$ cat config.mk
export PLATFORM = sky130hd
export DESIGN_NAME = ir_sense_seq
export DESIGN_NICKNAME = d
export VERILOG_FILES = /design/src/rtl/ir_pkg.sv /design/src/rtl/ir_sense_timer.sv /design/src/rtl/ir_sense_seq.sv
export SDC_FILE = /design/constraint.sdc
export NUM_CORES = 1
export LEC_CHECK = 0
export BUFFER_PORTS_ARGS = -buffer_cell sky130_fd_sc_hd__buf_4
export CAP_MARGIN = 30
export CORE_MARGIN = 2
export CORE_UTILIZATION = 50
export DETAILED_ROUTE_END_ITERATION = 12
export HOLD_SLACK_MARGIN = 0.15
export PLACE_DENSITY = 0.7
export SLEW_MARGIN = 20
export SYNTH_ARGS = -nofsm -noshare
export SYNTH_HDL_FRONTEND = slang
export SYNTH_SLANG_ARGS = --single-unit
$ cat constraint.sdc
create_clock -name clk -period 9.66 [get_ports clk]
set_input_delay 0.966 -clock clk [delete_from_list [all_inputs] [get_ports clk]]
set_output_delay 0.966 -clock clk [all_outputs]
set_load 0.005 [all_outputs]
$ cat src/rtl/ir_pkg.sv
// IR line-sensor sequencer shared types.
// States, channel map and reading slot indices.
package ir_pkg;

  typedef enum logic [2:0] {
    IDLE,
    SETTLE,
    START,
    WAIT,
    PUBLISH
  } ir_state_t;

  typedef logic [11:0] ir_rd_t;

  localparam int IDX_R0 = 0;
  localparam int IDX_L0 = 1;
  localparam int IDX_R1 = 2;
  localparam int IDX_L1 = 3;
  localparam int IDX_R2 = 4;
  localparam int IDX_L2 = 5;
  localparam int IDX_R3 = 6;
  localparam int IDX_L3 = 7;

  localparam logic [2:0] CHNL_MAP [0:7] = '{
    3'd1, 3'd0, 3'd4, 3'd2, 3'd3, 3'd7, 3'd6, 3'd5
  };

endpackage

$ cat src/rtl/ir_sense_timer.sv
// Loadable down-counter for settle and timeout intervals.
// expired is high in the CYC-th cycle after a load.
module ir_sense_timer #(
  parameter int CYC = 256
) (
  input  logic clk,
  input  logic rst,
  input  logic load,
  output logic expired
);

  localparam int W = (CYC > 1) ? $clog2(CYC) : 1;

  logic [W-1:0] cnt;

  // load to CYC-1, then count down and park at zero
  always_ff @(posedge clk or posedge rst) begin
    if (rst) begin
      cnt <= '0;
    end else if (load) begin
      cnt <= W'(CYC - 1);
    end else if (cnt != '0) begin
      cnt <= cnt - 1'b1;
    end
  end

  assign expired = (cnt == '0);

endmodule

$ cat src/rtl/ir_sense_seq.sv
// IR emitter / A2D sequencer for the line sensors.
// Collects eight readings and publishes them atomically.
module ir_sense_seq
  import ir_pkg::*;
#(
  parameter int PERIOD_CYC  = 4096,
  parameter int SETTLE_CYC  = 1024,
  parameter int TIMEOUT_CYC = 256
) (
  input  logic         clk,
  input  logic         rst,
  input  logic         cnv_cmplt,
  input  logic [11:0]  res,
  output logic         strt_cnv,
  output logic [2:0]   chnnl,
  output logic         IR_en,
  output logic         IR_vld,
  output logic [11:0]  IR_R0,
  output logic [11:0]  IR_R1,
  output logic [11:0]  IR_R2,
  output logic [11:0]  IR_R3,
  output logic [11:0]  IR_L0,
  output logic [11:0]  IR_L1,
  output logic [11:0]  IR_L2,
  output logic [11:0]  IR_L3,
  output logic         timeout_err
);

  localparam int PW = (PERIOD_CYC > 1) ? $clog2(PERIOD_CYC) : 1;

  ir_state_t     st;
  ir_state_t     nxt;
  logic [PW-1:0] per_cnt;
  logic [2:0]    idx;
  ir_rd_t        stg [0:7];
  ir_rd_t        pub [0:7];

  logic settle_ld;
  logic settle_exp;
  logic to_ld;
  logic to_exp;
  logic cap;
  logic to_set;
  logic pub_en;

  ir_sense_timer #(.CYC(SETTLE_CYC)) u_settle (
    .clk     (clk),
    .rst     (rst),
    .load    (settle_ld),
    .expired (settle_exp)
  );

  ir_sense_timer #(.CYC(TIMEOUT_CYC)) u_timeout (
    .clk     (clk),
    .rst     (rst),
    .load    (to_ld),
    .expired (to_exp)
  );

  // free-running round period counter
  always_ff @(posedge clk or posedge rst) begin
    if (rst) begin
      per_cnt <= '0;
    end else if (per_cnt == PW'(PERIOD_CYC - 1)) begin
      per_cnt <= '0;
    end else begin
      per_cnt <= per_cnt + 1'b1;
    end
  end

  // state register
  always_ff @(posedge clk or posedge rst) begin
    if (rst) begin
      st <= IDLE;
    end else begin
      st <= nxt;
    end
  end

  // next state and A2D / emitter controls
  always_comb begin
    nxt       = st;
    settle_ld = 1'b0;
    to_ld     = 1'b0;
    cap       = 1'b0;
    to_set    = 1'b0;
    pub_en    = 1'b0;
    strt_cnv  = 1'b0;
    chnnl     = 3'd0;
    IR_en     = 1'b0;
    unique case (st)
      IDLE: begin
        if (per_cnt == '0) begin
          nxt       = SETTLE;
          settle_ld = 1'b1;
        end
      end
      SETTLE: begin
        IR_en = 1'b1;
        if (settle_exp) begin
          nxt = START;
        end
      end
      START: begin
        IR_en    = 1'b1;
        strt_cnv = 1'b1;
        chnnl    = CHNL_MAP[idx];
        to_ld    = 1'b1;
        nxt      = WAIT;
      end
      WAIT: begin
        IR_en = 1'b1;
        chnnl = CHNL_MAP[idx];
        if (cnv_cmplt) begin
          cap = 1'b1;
          nxt = (idx == 3'd7) ? PUBLISH : START;
        end else if (to_exp) begin
          to_set = 1'b1;
          nxt    = IDLE;
        end
      end
      PUBLISH: begin
        IR_en  = 1'b1;
        pub_en = 1'b1;
        nxt    = IDLE;
      end
      default: begin
        nxt = IDLE;
      end
    endcase
  end

  // channel index: restart each settle, step after each capture
  always_ff @(posedge clk or posedge rst) begin
    if (rst) begin
      idx <= '0;
    end else if (st == SETTLE) begin
      idx <= '0;
    end else if (cap && idx != 3'd7) begin
      idx <= idx + 1'b1;
    end
  end

  // staging slot is chosen by idx, never by chnnl
  always_ff @(posedge clk or posedge rst) begin
    if (rst) begin
      for (int i = 0; i < 8; i++) stg[i] <= '0;
    end else if (cap) begin
      stg[idx] <= res;
    end
  end

  // atomic publish of a complete set plus its strobe
  always_ff @(posedge clk or posedge rst) begin
    if (rst) begin
      for (int i = 0; i < 8; i++) pub[i] <= '0;
      IR_vld <= 1'b0;
    end else begin
      IR_vld <= pub_en;
      if (pub_en) begin
        for (int i = 0; i < 8; i++) pub[i] <= stg[i];
      end
    end
  end

  // sticky timeout flag
  always_ff @(posedge clk or posedge rst) begin
    if (rst) begin
      timeout_err <= 1'b0;
    end else if (to_set) begin
      timeout_err <= 1'b1;
    end
  end

  assign IR_R0 = pub[IDX_R0];
  assign IR_L0 = pub[IDX_L0];
  assign IR_R1 = pub[IDX_R1];
  assign IR_L1 = pub[IDX_L1];
  assign IR_R2 = pub[IDX_R2];
  assign IR_L2 = pub[IDX_L2];
  assign IR_R3 = pub[IDX_R3];
  assign IR_L3 = pub[IDX_L3];

endmodule

# After elaboration in Yosys (flattened, before gate mapping)
# Memories as Yosys holds them, arrays and structs flattened.
# Cells that the tools add are included.
[totals]
regBits = 230
latch_bits = 0
ram_bits = 0
mem_bits_ro = 24
input_bits = 15
out_inout_bits = 103
elab_cells = 84
mem_count = 1
[memory_table]
columns = ["memory", "words", "word_bits", "rd", "rd_ports_with_merged_regs", "write_ports", "line_no", "source"]
rows = [
  ["(no name shown)", 8, 3, 1, 0, 0, "ir_sense_seq.sv:113", "chnnl = CHNL_MAP[idx];"],
]
[op_classes]
addsub = 4
mul = 0
div = 0
magnitude_cmp = 2
eq_ne = 10
shift = 0
n_mux = 29
bitwise = 1
n_reduce_logical = 14
[op_table]
columns = ["op", "n"]
rows = [
  ["$bwmux 96", 1],
  ["$demux 12 s3", 1],
  ["$mux 3", 10],
  ["$mux 12", 2],
  ["$mux 10", 2],
  ["$mux 8", 2],
  ["$add 12x1->12 const B", 1],
  ["$eq 12x12->1 const B", 1],
  ["$logic_not 12->1", 1],
  ["$pmux 3 s4", 1],
  ["$logic_not 10->1", 1],
  ["$mux 1", 10],
  ["$reduce_bool 10->1", 1],
  ["$sub 10x1->10 const B", 1],
  ["$logic_not 8->1", 1],
  ["$reduce_bool 8->1", 1],
  ["$sub 8x1->8 const B", 1],
  ["$eq 3x2->1 const B", 2],
  ["$eq 3x3->1 const B", 2],
  ["$ne 3x3->1 const B", 2],
  ["$reduce_bool 2->1", 3],
  ["$ge 4x4->1 const B", 1],
  ["$lt 4x1->1 const B", 1],
  ["$ne 2x2->1 const B", 2],
  ["other kinds (8)", 9],
]

# Logic depth before layout (Yosys ltp)
# Gate-level depths: netlist (run 1).
[logic_depth]
word_depth = 6
ltp_mapped = 7
depth_no_buf = 5

# Modules after synthesis
# From an unflattened synthesis (run 1), not the netlist that was laid out.
[hier_totals]
cells_unflattened = 628
hier_area_um2 = 9480.3
[by_module_without_submodules]
columns = ["module", "instances", "cells_each", "area_each_um2", "seq_area_each_um2"]
rows = [
  ["ir_sense_seq", 1, 528, 8490.6, 5305.1],
  ["ir_sense_timer at u_settle", 1, 55, 545.5, 250.2],
  ["ir_sense_timer at u_timeout", 1, 45, 444.2, 200.2],
]

# Worst setup path before layout (run 1)
# OpenSTA, ideal clock, no wires.
[synth_path]
path_kind = "input port to flip-flop"
from = "in cnv_cmplt"
to = "reg stg[60] (netlist bit)"
setup_ps = 125
arrival_ps = 2059
t_required_ps = 9535
slack_ps = 7476
cell_stages = 4
path_buffers = 1
cell_sequence = "nand4b_4 nor4b_2 buf_2 mux2_2"
[synth_via]
elab_chain_cells = 2
[synth_lines]
columns = ["item", "line_no", "source"]
rows = [
  ["start, declared", "ir_sense_seq.sv:12", "input logic cnv_cmplt,"],
  ["$mux 1", "ir_sense_seq.sv:114", "if (cnv_cmplt) begin"],
  ["$mux 1", "ir_sense_seq.sv:91", "unique case (st)"],
  ["end signal, assigned by index", "ir_sense_seq.sv:149", "stg[idx] <= res;"],
  ["end, declared", "ir_sense_seq.sv:35", "ir_rd_t stg [0:7];"],
]
# No other way between the ends.
# A chain may end at the register's enable or synchronous reset.

# Worst setup path in the final report (run 1)
[layout_path]
from = "reg idx[0]"
to = "out chnnl[1]"
[layout_via]
elab_chain_cells = 5
[layout_lines]
columns = ["item", "line_no", "source"]
rows = [
  ["start, declared", "ir_sense_seq.sv:34", "logic [2:0] idx;"],
  ["start signal, assigned", "ir_sense_seq.sv:140", "idx <= idx + 1'b1;"],
  ["$not 3->4 (implied by the code)", "ir_sense_seq.sv:107, ir_sense_seq.sv:113", ""],
  ["$mem_v2 8x3", "n/a", ""],
  ["$mux 3 (implied by the code) (2 in a row)", "ir_sense_seq.sv:113", ""],
  ["$mux 3", "n/a", ""],
  ["end, declared", "ir_sense_seq.sv:15", "output logic [2:0] chnnl,"],
]
# No other way between the ends. The select of a mux whose other input is x is not followed.

==> results of run 1 <==
==> registers in the layout (all words and copies together), names as in the netlist <==
| name | flops |
|---|---|
| IR_vld | 1 |
| timeout_err | 1 |
| IR_L0 | 12 |
| idx | 3 |
| IR_R2 | 12 |
| u_timeout.cnt | 8 |
| IR_L3 | 12 |
| per_cnt | 12 |
| IR_L2 | 12 |
| IR_R1 | 12 |
| IR_R3 | 12 |
| u_settle.cnt | 10 |
| st | 3 |
| stg | 96 |
| IR_R0 | 12 |
| IR_L1 | 12 |
==> per-stage QoR <==
step	instance area [um2]	worst slack, ps
floorplan	9210	2390
global placement	10300	6790
detailed placement	10300	6670
CTS	11100	6640
global route	11100	6570
finish	11100	6670
==> cell type report <==
class                           count  area share, %
Multi-Input combinational cell    351           29.4
Tap cell                          229           2.57
Clock buffer                       37           6.27
Timing Repair Buffer              127           9.20
Sequential cell                   230           51.6
Clock inverter                      5          0.359
Inverter                           14          0.539
==> routing by layer <==
metal	part of all wire [%]	GRT usage, %	wire length [um]	vias to the layer above
met5	0	0	0	-
met4	1.5	4.47	304	0
met3	4.9	3.23	967	29
met2	50	34.0	9860	147
met1	44	28.2	8720	2967
li1	-	-	-	2511
==> cell families after synthesis <==
kind of cell | synth area share, %
AOI/OAI and AO/OA | 4.02
xor gates and xnor gates | 0.666
adders and majority gates | 1.09
buffers and inverters | 2.15
DFF | 62.5
muxes | 23.5
and+or+nand+nor | 6.14
==> cells in the final DEF, fill, tap and decap left out, types with 2 or more instances in the layout <==
| cell type | count |
|---|---|
| or2_2 | 2 |
| or4b_2 | 2 |
| clkbuf_1 | 8 |
| xor2_1 | 5 |
| nor2_1 | 11 |
| xnor2_1 | 2 |
| o31ai_1 | 10 |
| nor2b_1 | 3 |
| nand4b_1 | 3 |
| nand4_1 | 5 |
| mux2_2 | 192 |
| a21oi_1 | 10 |
| a32oi_1 | 2 |
| nand2_1 | 7 |
| buf_16 | 3 |
| dfrtp_1 | 230 |
| or3_1 | 7 |
| nor4b_1 | 3 |
| buf_4 | 123 |
| inv_1 | 13 |
| clkbuf_16 | 24 |
| a21o_1 | 2 |
| ha_1 | 8 |
| nor4b_2 | 2 |
| clkbuf_8 | 5 |
| nand2b_1 | 2 |
| o41ai_1 | 4 |
| o21ai_0 | 13 |
| nor3_1 | 8 |
| o211ai_1 | 11 |
| clkinv_2 | 3 |
| nor4_1 | 5 |
| nand3_1 | 14 |
| or4_1 | 4 |
==> worst max-delay path, stage by stage, from the launching register on <==
cell	delay, ps
dfrtp_1	690
ha_1	270
nor2_1	50
a211oi_1	320
buf_4	180
==> worst paths after layout <==
check	endpoint	slack, ps	cells after the start
setup / recovery	chnnl[1]	6670	4
hold / removal	stg[77]$_DFFE_PP0P_	440	2
setup reg to reg	stg[35]$_DFFE_PP0P_	7360	3
hold reg to reg	timeout_err$_DFFE_PP0P_	470	1
max in group asynchronous	IR_R1[4]$_DFFE_PP0P_	7620	5
min in group clk	timeout_err$_DFFE_PP0P_	470	1
==> power by group <==
| group | internal, mW | switching, mW | leakage, nW | total (mW) |
|---|---|---|---|---|
| Combinational | 0.156 | 0.123 | 2.14 | 0.279 |
| Clock | 0.498 | 0.365 | 0.364 | 0.863 |
| Sequential | 1.10 | 0.0958 | 3.09 | 1.20 |
==> metrics.md, run 1 <==
| Metric | Value |
|---|---|
| LEAKAGE | `approximately 5.6 nW` |
| Core Util, Final | `around three fifths` |
| Fin cells | `between 900 and 1k` |
| Wire per inst | `~20 um` |
| Area of the multi-input gates | `0.00328 mm2` |
| Clock tree buffer depth | `3` |
| # DRC | `0` |
| Die width | `between 100 and 150 um` |
| CTS tree | `built` |
| Num CTS Buffers | `24` |
| Fin. Hold Viols | `0` |
| Die area | `0.0195 mm2` |
| Pwr/cell area | `210 mW/mm2` |
| Top_reg_cell synth | `dfrtp_1` |
| GR Overflow Total | `0` |
| # hold bufs at CTS | `0` |
| Initial Util | `between 50% and 60%` |
| Arrival @ worst endpoint | `a little over 2000 ps` |
| Post-DP HPWL | `roughly 13000 um` |
| Area of the mapped netlist | `just over 0.009 mm2` |
| Clk root buf | `clkbuf_16` |
| Number of synthesized flops with an enable pin | `0` |
| Skew final | `17.8 ps` |
| Clock Latency Late Sink | `around 520 ps` |
| Cell with the most instances after synthesis | `dfrtp_1` |
| Postcts setup bufs | `0` |
| Layout area overhead | `21.0%` |
| Placer congestion estimate | `approximately 0.83` |
| DRT Wirelength | `roughly 20000 um` |
| Die Ht | `140 um` |
| Yosys cell types | `44` |
| Starting DRT DRC Count | `about 250` |
| Inst Count DP | `around 950` |
| Worst hold slack | `436 ps` |
| Ys Warns | `0` |
| Largest net degree at the start of global routing | `slightly below 100` |
| Worst-Margin Slew | `~840 ps` |
| Number of inserted diodes | `0` |
| Post-synthesis area per instance | `around 15 um2` |
| Total power | `2.34 mW` |
| Tcrit/Tclk final | `~31%` |
| Slew headroom | `a little over two fifths` |
| I/O Buffers | `roughly 120` |
| Worst setup path start | `idx[0]$_DFFE_PP0P_` |
| Status | `completed` |
| Worst hold path type | `in2async` |
| Initial antenna violation count | `0` |
| Total GRT Usage | `between 20% and 30%` |
| Synth Net Count | `~650` |
| Fmax | `334 MHz` |
| Synth cell count leaders | `dfrtp_1, mux2_2, buf_2, inv_1, nand3_1` |
| H-tree levels | `1` |
| Critical R2R Launch | `st[1]$_DFFE_PP0P_` |
| # IOs | `roughly 120` |
| Row count | `49` |
| Sink Count | `230` |
| Setup crit end kind | `primary output` |
| CP required | `8690 ps` |
| Crit path max fanout | `15` |
| Fraction of layout cells with a size suffix above 1 | `roughly 48%` |
| Vias in the first global route | `approximately 5.7k` |
| Layout fillers | `about 1.4k` |
| Crit path kind | `reg2out` |
| Drt first pass iters | `4` |
| Yosys reg bits | `230` |
| Routed Antenna Nets | `0` |
| Setup TNS | `0 ps` |
| Sequential area share after synthesis | `about 62%` |
| VDD IR-drop max | `0.000136 V` |
| RSZ-0062 raised after global routing | `false` |
| Register area | `0.00576 mm2` |
| Synth area leader | `dfrtp_1` |
| Post-layout min period | `~3000 ps` |
| Asr flop ratio synth | `between 90% and 100%` |
| Via count | `about 5.7k` |
| Synth top area cells | `dfrtp_1, mux2_2, buf_2, ha_1, o211ai_1` |
| Setup violators final | `0` |
| Syn Inst Count | `626` |
| Setup crit start kind | `register` |
| CTS resizes | `0` |
| Core footprint | `0.0180 mm2` |
| Clk slew on worst S/H paths | `roughly 60 ps` |
| Fin nets | `~770` |
| First-pass GRT wire length | `approximately 32000 um` |
| Final Max Tran Viols | `0` |
| Post-synth top area share | `between 60% and 70%` |
| Max-Cap Viols | `0` |
| Vias per cell | `roughly 5.7` |
Note: power is estimated with default switching activity, not from simulation.
==> run 2: changes to the inputs <==
- clock period: 9.66 -> 2.95 ns (I/O delays scaled with it)
==> run 2 against run 1 <==
Setup slack got worse by 6000 ps. Hold slack got worse by 260 ps. Final cell count increased by 1.0%. Clock-buffer cell count decreased by 6. Sequential power increased to 3.3 times the previous value. Non-clock buffer count increased by 12. Flip-flop and latch count unchanged. Clock skew decreased by 9.2 ps. Core utilization increased by 0.64 points. Largest cell class unchanged. Power increased to 3.3 times the previous value. Via count increased by 0.35%. Critical endpoint unchanged. Die area unchanged.
==> metrics.md, run 2 (synthesis results as in run 1) <==
| Metric | Value |
|---|---|
| Status | `completed` |
| Final instance area | `0.0113 mm2 (+1.0%)` |
| Commonest non-fill, non-tap cell in the layout | `dfrtp_1` |
| Via count | `5674 (+0.35%)` |
| Arrival @ worst endpoint | `2000 ps (-30 ps)` |
| DP Worst Slack | `900 ps (-5770 ps)` |
| # DRC | `0 (unchanged)` |
| Fmax | `around 440 MHz` |
| Top reg by flops | `stg` |
| Setup crit start kind | `register` |
| # IOs | `118 (unchanged)` |
| CP max-delay cell | `dfrtp_1` |
| Fin cells | `1003 (+1.0%)` |
| Initial Util | `51.1% (unchanged)` |
| Inst Count DP | `955 (+0.95%)` |
| Drt first pass iters | `6 (+2)` |
| I/O Buffers | `117 (unchanged)` |
| Placer congestion estimate | `0.799 (-4.0%)` |
| Clk root buf | `clkbuf_16` |
| Slew headroom | `40.6% (-2.3 points)` |
| Post-layout min period | `roughly 2300 ps` |
| H-tree levels | `1 (unchanged)` |
| CTS tree | `built` |
| Worst hold path type | `in2reg` |
| Clock tree buffer depth | `3 (unchanged)` |
| Switching part of the total power | `24.5% (-0.48 points)` |
| Tcrit/Tclk final | `77.8%` |
| Row count | `49 (unchanged)` |
| Starting DRT DRC Count | `272 (+8.4%)` |
| Clk slew on worst S/H paths | `60 ps (about the same)` |
| Skew final | `8.66 ps (-9.15 ps)` |
| Internal | `5.80 mW (+230%)` |
| RSZ-0062 raised after global routing | `false` |
| Net Switching | `1.88 mW (+220%)` |
| Seq pwr share | `50.9% (-0.3 points)` |
| Postcts setup bufs | `0 (unchanged)` |
| VDD IR-drop max | `0.000502 V (+270%)` |
| Pwr/cell area | `682 mW/mm2 (+230%)` |
| Clock power share | `37.0% (about the same)` |
| Fin nets | `783 (+1.6%)` |
| Number of inserted diodes | `0 (unchanged)` |
| GR Overflow Total | `0 (unchanged)` |
| LEAKAGE | `5.63 nW (+0.76%)` |
| Die area | `0.0195 mm2 (unchanged)` |
| Layout area overhead | `22.2%` |
| Routed Antenna Nets | `0 (unchanged)` |
| Num CTS Buffers | `24 (unchanged)` |
| Worst hold slack | `172 ps (-264 ps)` |
| Crit path max fanout | `15 (unchanged)` |
| Critical-path cell list | `ha_1 > nor2_1 > a211oi_1 > buf_4` |
| Setup crit end kind | `primary output` |
| Sink Count | `230 (unchanged)` |
| CP peak stage delay | `690 ps (about the same)` |
| Fin. Hold Viols | `0 (unchanged)` |
| Logic pwr share | `12.0% (about the same)` |
| Final Max Tran Viols | `0 (unchanged)` |
| Core footprint | `0.0180 mm2 (unchanged)` |
| Worst-Margin Slew | `883 ps (+37.7 ps)` |
| Post-DP HPWL | `13200 um (+1.1%)` |
| Max reg flops | `96 (unchanged)` |
| Post-Place Cell Area | `0.0104 mm2 (+1.2%)` |
| CP required | `2650 ps (-6040 ps)` |
| Initial antenna violation count | `0 (unchanged)` |
| First-pass GRT wire length | `32300 um (+2.2%)` |
| Wire per inst | `19.7 um (-1.3%)` |
| Setup WS post-layout | `654 ps (-6010 ps)` |
| Layout fillers | `1346 (-4.0%)` |
| Most frequent cells in the layout | `dfrtp_1, mux2_2, buf_4` |
| Largest net degree at the start of global routing | `73 (-26%)` |
| Crit path kind | `reg2out` |
| Vias per cell | `5.66 (-0.65%)` |
| Core Util, Final | `62.5% (+0.64 points)` |
| Die Ht | `140 um (unchanged)` |
| Total GRT Usage | `20.6% (+0.31 points)` |
| Fraction of layout cells with a size suffix above 1 | `48.1% (+0.16 points)` |
| Max-Cap Viols | `0 (unchanged)` |
| Die width | `140 um (unchanged)` |
| DRT Wirelength | `19800 um (-0.27%)` |
| Setup violators final | `0 (unchanged)` |
| Clock Latency Late Sink | `500 ps (-20 ps)` |
| Vias in the first global route | `6027 (+5.3%)` |
[run 2: power groups by stage]
| stage | combinational [mW] | clock [mW] | sequential (mW) |
|---|---|---|---|
| 2_1_floorplan | 0.745 | 0 | 3.81 |
| 3_3_place_gp | 0.879 | 0 | 3.94 |
| 3_5_place_dp | 0.928 | 0 | 3.96 |
| 4_1_cts | 0.941 | 2.92 | 3.91 |
| 6_report | 0.925 | 2.84 | 3.91 |
| 5_1_grt | 1.03 | 3.05 | 3.97 |
[run 2: cell type report]
class                   count  area [um2]  share of cell area (%)
clock buffers              31         668                    5.93
flip-flops and latches    230        5760                    51.1
well taps                 229         287                    2.54
repair buffers            139        1140                    10.1
inverters                  14        56.3                   0.500
multi-input cells         351        3280                    29.1
clock inverters             9        77.6                   0.689
[run 2: what timing repair did]
item / in CTS / in global routing
hold endpoints to repair: 58 / 0
hold buffers: 8 / 0
resized for setup: 0 / 0
[run 2: worst paths after layout]
kind	endpoint	startpoint	cells past startpoint	slack, ps
max	chnnl[1]	idx[0]$_DFFE_PP0P_	4	650
min reg2reg	timeout_err$_DFFE_PP0P_	timeout_err$_DFFE_PP0P_	1	470
min in group asynchronous	IR_L3[1]$_DFFE_PP0P_	rst	3	440
min	stg[52]$_DFFE_PP0P_	res[4]	2	170
max reg2reg	u_settle.cnt[2]$_DFFE_PP0P_	u_settle.cnt[0]$_DFFE_PP0P_	5	870
max in group asynchronous	stg[40]$_DFFE_PP0P_	rst	4	1850
[run 2: through the flow]
stage / power (mW) / TNS [ps]
floorplan: 4.56 / -81180
global placement: 4.81 / 0
detailed placement: 4.89 / 0
CTS: 7.77 / 0
global route: 8.05 / 0
finish: 7.68 / 0
[run 2: critical path: cells and delay by family, from the launching register on]
| family | cells | cell delay (ps) |
|---|---|---|
| simple gates | 1 | 50 |
| fa+ha+maj | 1 | 270 |
| flops | 1 | 690 |
| compound gates | 1 | 300 |
| buf+inv | 1 | 180 |
[run 2: metal layers]
| layer | GRT usage [%] | up-vias | wire (um) |
|---|---|---|---|
| met5 | 0 | - | 0 |
| met4 | 4.89 | 0 | 380 |
| met3 | 3.54 | 23 | 968 |
| met2 | 34.8 | 145 | 9760 |
| met1 | 28.1 | 2962 | 8700 |
| li1 | - | 2544 | - |
==> run 3: changes to the inputs <==
- PLACE_DENSITY: 0.7 -> 0.73
- clock period: 2.95 -> 2 ns (I/O delays scaled with it)
==> run 3 against run 2 <==
Hold slack better by 100 ps. Final cell count rose by 2.7%. Setup slack worse by 570 ps. Global-route usage fell by 0.077 points. Largest cell class unchanged.
==> metrics.md, run 3 (synthesis results as in run 1) <==
| Metric | Value |
|---|---|
| Layout area overhead | `26.0%` |
| GR Overflow Total | `0 (unchanged)` |
| Pwr/cell area | `1020 mW/mm2 (+50%)` |
| Final Max Tran Viols | `0 (unchanged)` |
| Skew final | `11.8 ps (+3.12 ps)` |
| Clock Latency Late Sink | `500 ps (about the same)` |
| Worst hold path type | `in2async` |
| Arrival @ worst endpoint | `1720 ps (-280 ps)` |
| Crit path max fanout | `6 (-9)` |
| Commonest non-fill, non-tap cell in the layout | `dfrtp_1` |
| Most frequent cells in the layout | `dfrtp_1, mux2_2, buf_4` |
| Fin. Hold Viols | `0 (unchanged)` |
| # DRC | `0 (unchanged)` |
| CP max-delay cell | `dfrtp_1` |
| Fin nets | `807 (+3.1%)` |
| Vias per cell | `5.59 (-1.2%)` |
| Worst-Margin Slew | `774 ps (-109 ps)` |
| Die area | `0.0195 mm2 (unchanged)` |
| RSZ-0062 raised after global routing | `false` |
| Via count | `5756 (+1.4%)` |
| Post-layout min period | `approximately 1900 ps` |
| # IOs | `118 (unchanged)` |
| Setup violators final | `0 (unchanged)` |
| CTS tree | `built` |
| Reg-to-reg slack, setup | `120 ps (-750 ps)` |
| Setup crit start kind | `register` |
| Number of inserted diodes | `0 (unchanged)` |
| DP Worst Slack | `-5.36 ps (-906 ps)` |
| Clock tree buffer depth | `3 (unchanged)` |
| Starting DRT DRC Count | `346 (+27%)` |
| CP peak stage delay | `400 ps (-290 ps)` |
| Sink Count | `230 (unchanged)` |
| Routed Antenna Nets | `0 (unchanged)` |
| Initial antenna violation count | `0 (unchanged)` |
| CP top delay family | `simple AND/OR/NAND/NOR gates` |
| Initial Util | `51.1% (unchanged)` |
| Crit path kind | `reg2out` |
| Clk root buf | `clkbuf_16` |
| Vias in the first global route | `5983 (-0.73%)` |
| Fraction of layout cells with a size suffix above 1 | `50.4% (+2.4 points)` |
| Largest net degree at the start of global routing | `82 (+12%)` |
| Wire per inst | `19.4 um (-1.6%)` |
| Tcrit/Tclk final | `between 90% and 100%` |
| Core footprint | `0.0180 mm2 (unchanged)` |
| I/O Buffers | `117 (unchanged)` |
| Worst path buffer plus inverter count | `2 (+1)` |
| Total power | `11.9 mW (+55%)` |
| Die width | `140 um (unchanged)` |
| Area of the multi-input gates | `0.00331 mm2 (+0.99%)` |
| Top reg by flops | `stg` |
| H-tree levels | `1 (unchanged)` |
| Setup TNS | `0 ps (unchanged)` |
| Slew headroom | `47.9% (+7.3 points)` |
| Fmax | `521 MHz` |
| Post-DP HPWL | `13600 um (+3.0%)` |
| Layout fillers | `1291 (-4.1%)` |
| Setup crit end kind | `primary output` |
| Max-Cap Viols | `0 (unchanged)` |
| DRT Wirelength | `20000 um (+1.0%)` |
| Status | `completed` |
| LEAKAGE | `5.81 nW (+3.1%)` |
| Clk slew on worst S/H paths | `60 ps (about the same)` |
| Row count | `49 (unchanged)` |
| Total GRT Usage | `20.5% (-0.077 points)` |
| Critical-path cell list | `buf_4 > nand2b_4 > nor3_1 > buf_4` |
| Register area | `0.00576 mm2 (about the same)` |
| Drt first pass iters | `6 (unchanged)` |
| Setup WS post-layout | `80.3 ps (-574 ps)` |
| Die Ht | `140 um (unchanged)` |
| First-pass GRT wire length | `32400 um (+0.32%)` |
| Placer congestion estimate | `0.863 (+8.0%)` |
| Max reg flops | `96 (unchanged)` |
| Top cell by count, worst path | `buf_4` |
| Num CTS Buffers | `24 (unchanged)` |
| CP required | `1800 ps (-850 ps)` |
| VDD IR-drop max | `0.000647 V (+29%)` |
## run 3: cell types whose count changed in the layout (fill, tap and decap cells not counted), sizes merged
| cell | delta |
|---|---|
| bufinv | +1 |
| buf | +18 |
| dlygate4sd3 | +6 |
| clkbuf | +5 |
| clkinvlp | -3 |
## run 3: final cells by class
type | count | share of cell area [%]
inverter | 14 | 0.485
tap | 229 | 2.47
clock buffer | 36 | 6.52
timing repair buffer | 163 | 11.6
sequential | 230 | 49.6
clock inverter | 7 | 0.733
multi-input combinational | 351 | 28.5
## run 3: per-layer routing
metal	vias up	GRT usage (%)	share of wire, %	routed length, um
li1	2594	-	-	-
met1	3009	28.2	44	8850
met2	132	35.1	50	10000
met3	21	3.13	4.5	899
met4	0	4.00	1.1	228
met5	-	0	0	0
## run 3: timing repair
action / CTS / global route
resized for setup: 7 / 6
setup endpoints to repair: 4 / 19
hold buffers: 14 / 0
endpoints found under the hold margin: 159 / 0
pin swaps: 1 / 0
setup buffers: 1 / 4
## run 3: path summary, 6_finish.rpt
path,from,endpoint,cells after the start
max,st[2]$_DFFE_PP0P_,chnnl[0],4
min,rst,IR_L0[9]$_DFFE_PP0P_,3
max reg2reg,u_timeout.cnt[0]$_DFFE_PP0P_,u_timeout.cnt[5]$_DFFE_PP0P_,5
min reg2reg,timeout_err$_DFFE_PP0P_,timeout_err$_DFFE_PP0P_,1
max in group asynchronous,rst,st[1]$_DFFE_PP0P_,4
min in group clk,timeout_err$_DFFE_PP0P_,timeout_err$_DFFE_PP0P_,1
## run 3: tightest hold or removal path, delay by kind of cell
kind	cells	cell delay, ps
buf+inv	3	990
## run 3: metrics by stage
step | hold WS (ps) | instances | util, % | instance area (um2)
after floorplan | 350 | 626 | - | 9220
after global placement | 241 | 968 | 58.5 | 10500
after detailed placement | 247 | 968 | 58.5 | 10500
after CTS | 271 | 1026 | 64.1 | 11600
after global routing | 302 | 1030 | 64.4 | 11600
final | 277 | 1030 | 64.4 | 11600
## run 3: report_power, final
group / leakage [nW] / switching, mW / internal, mW
Combinational: 2.30 / 0.642 / 0.861
Clock: 0.423 / 1.75 / 2.86
Sequential: 3.09 / 0.464 / 5.32
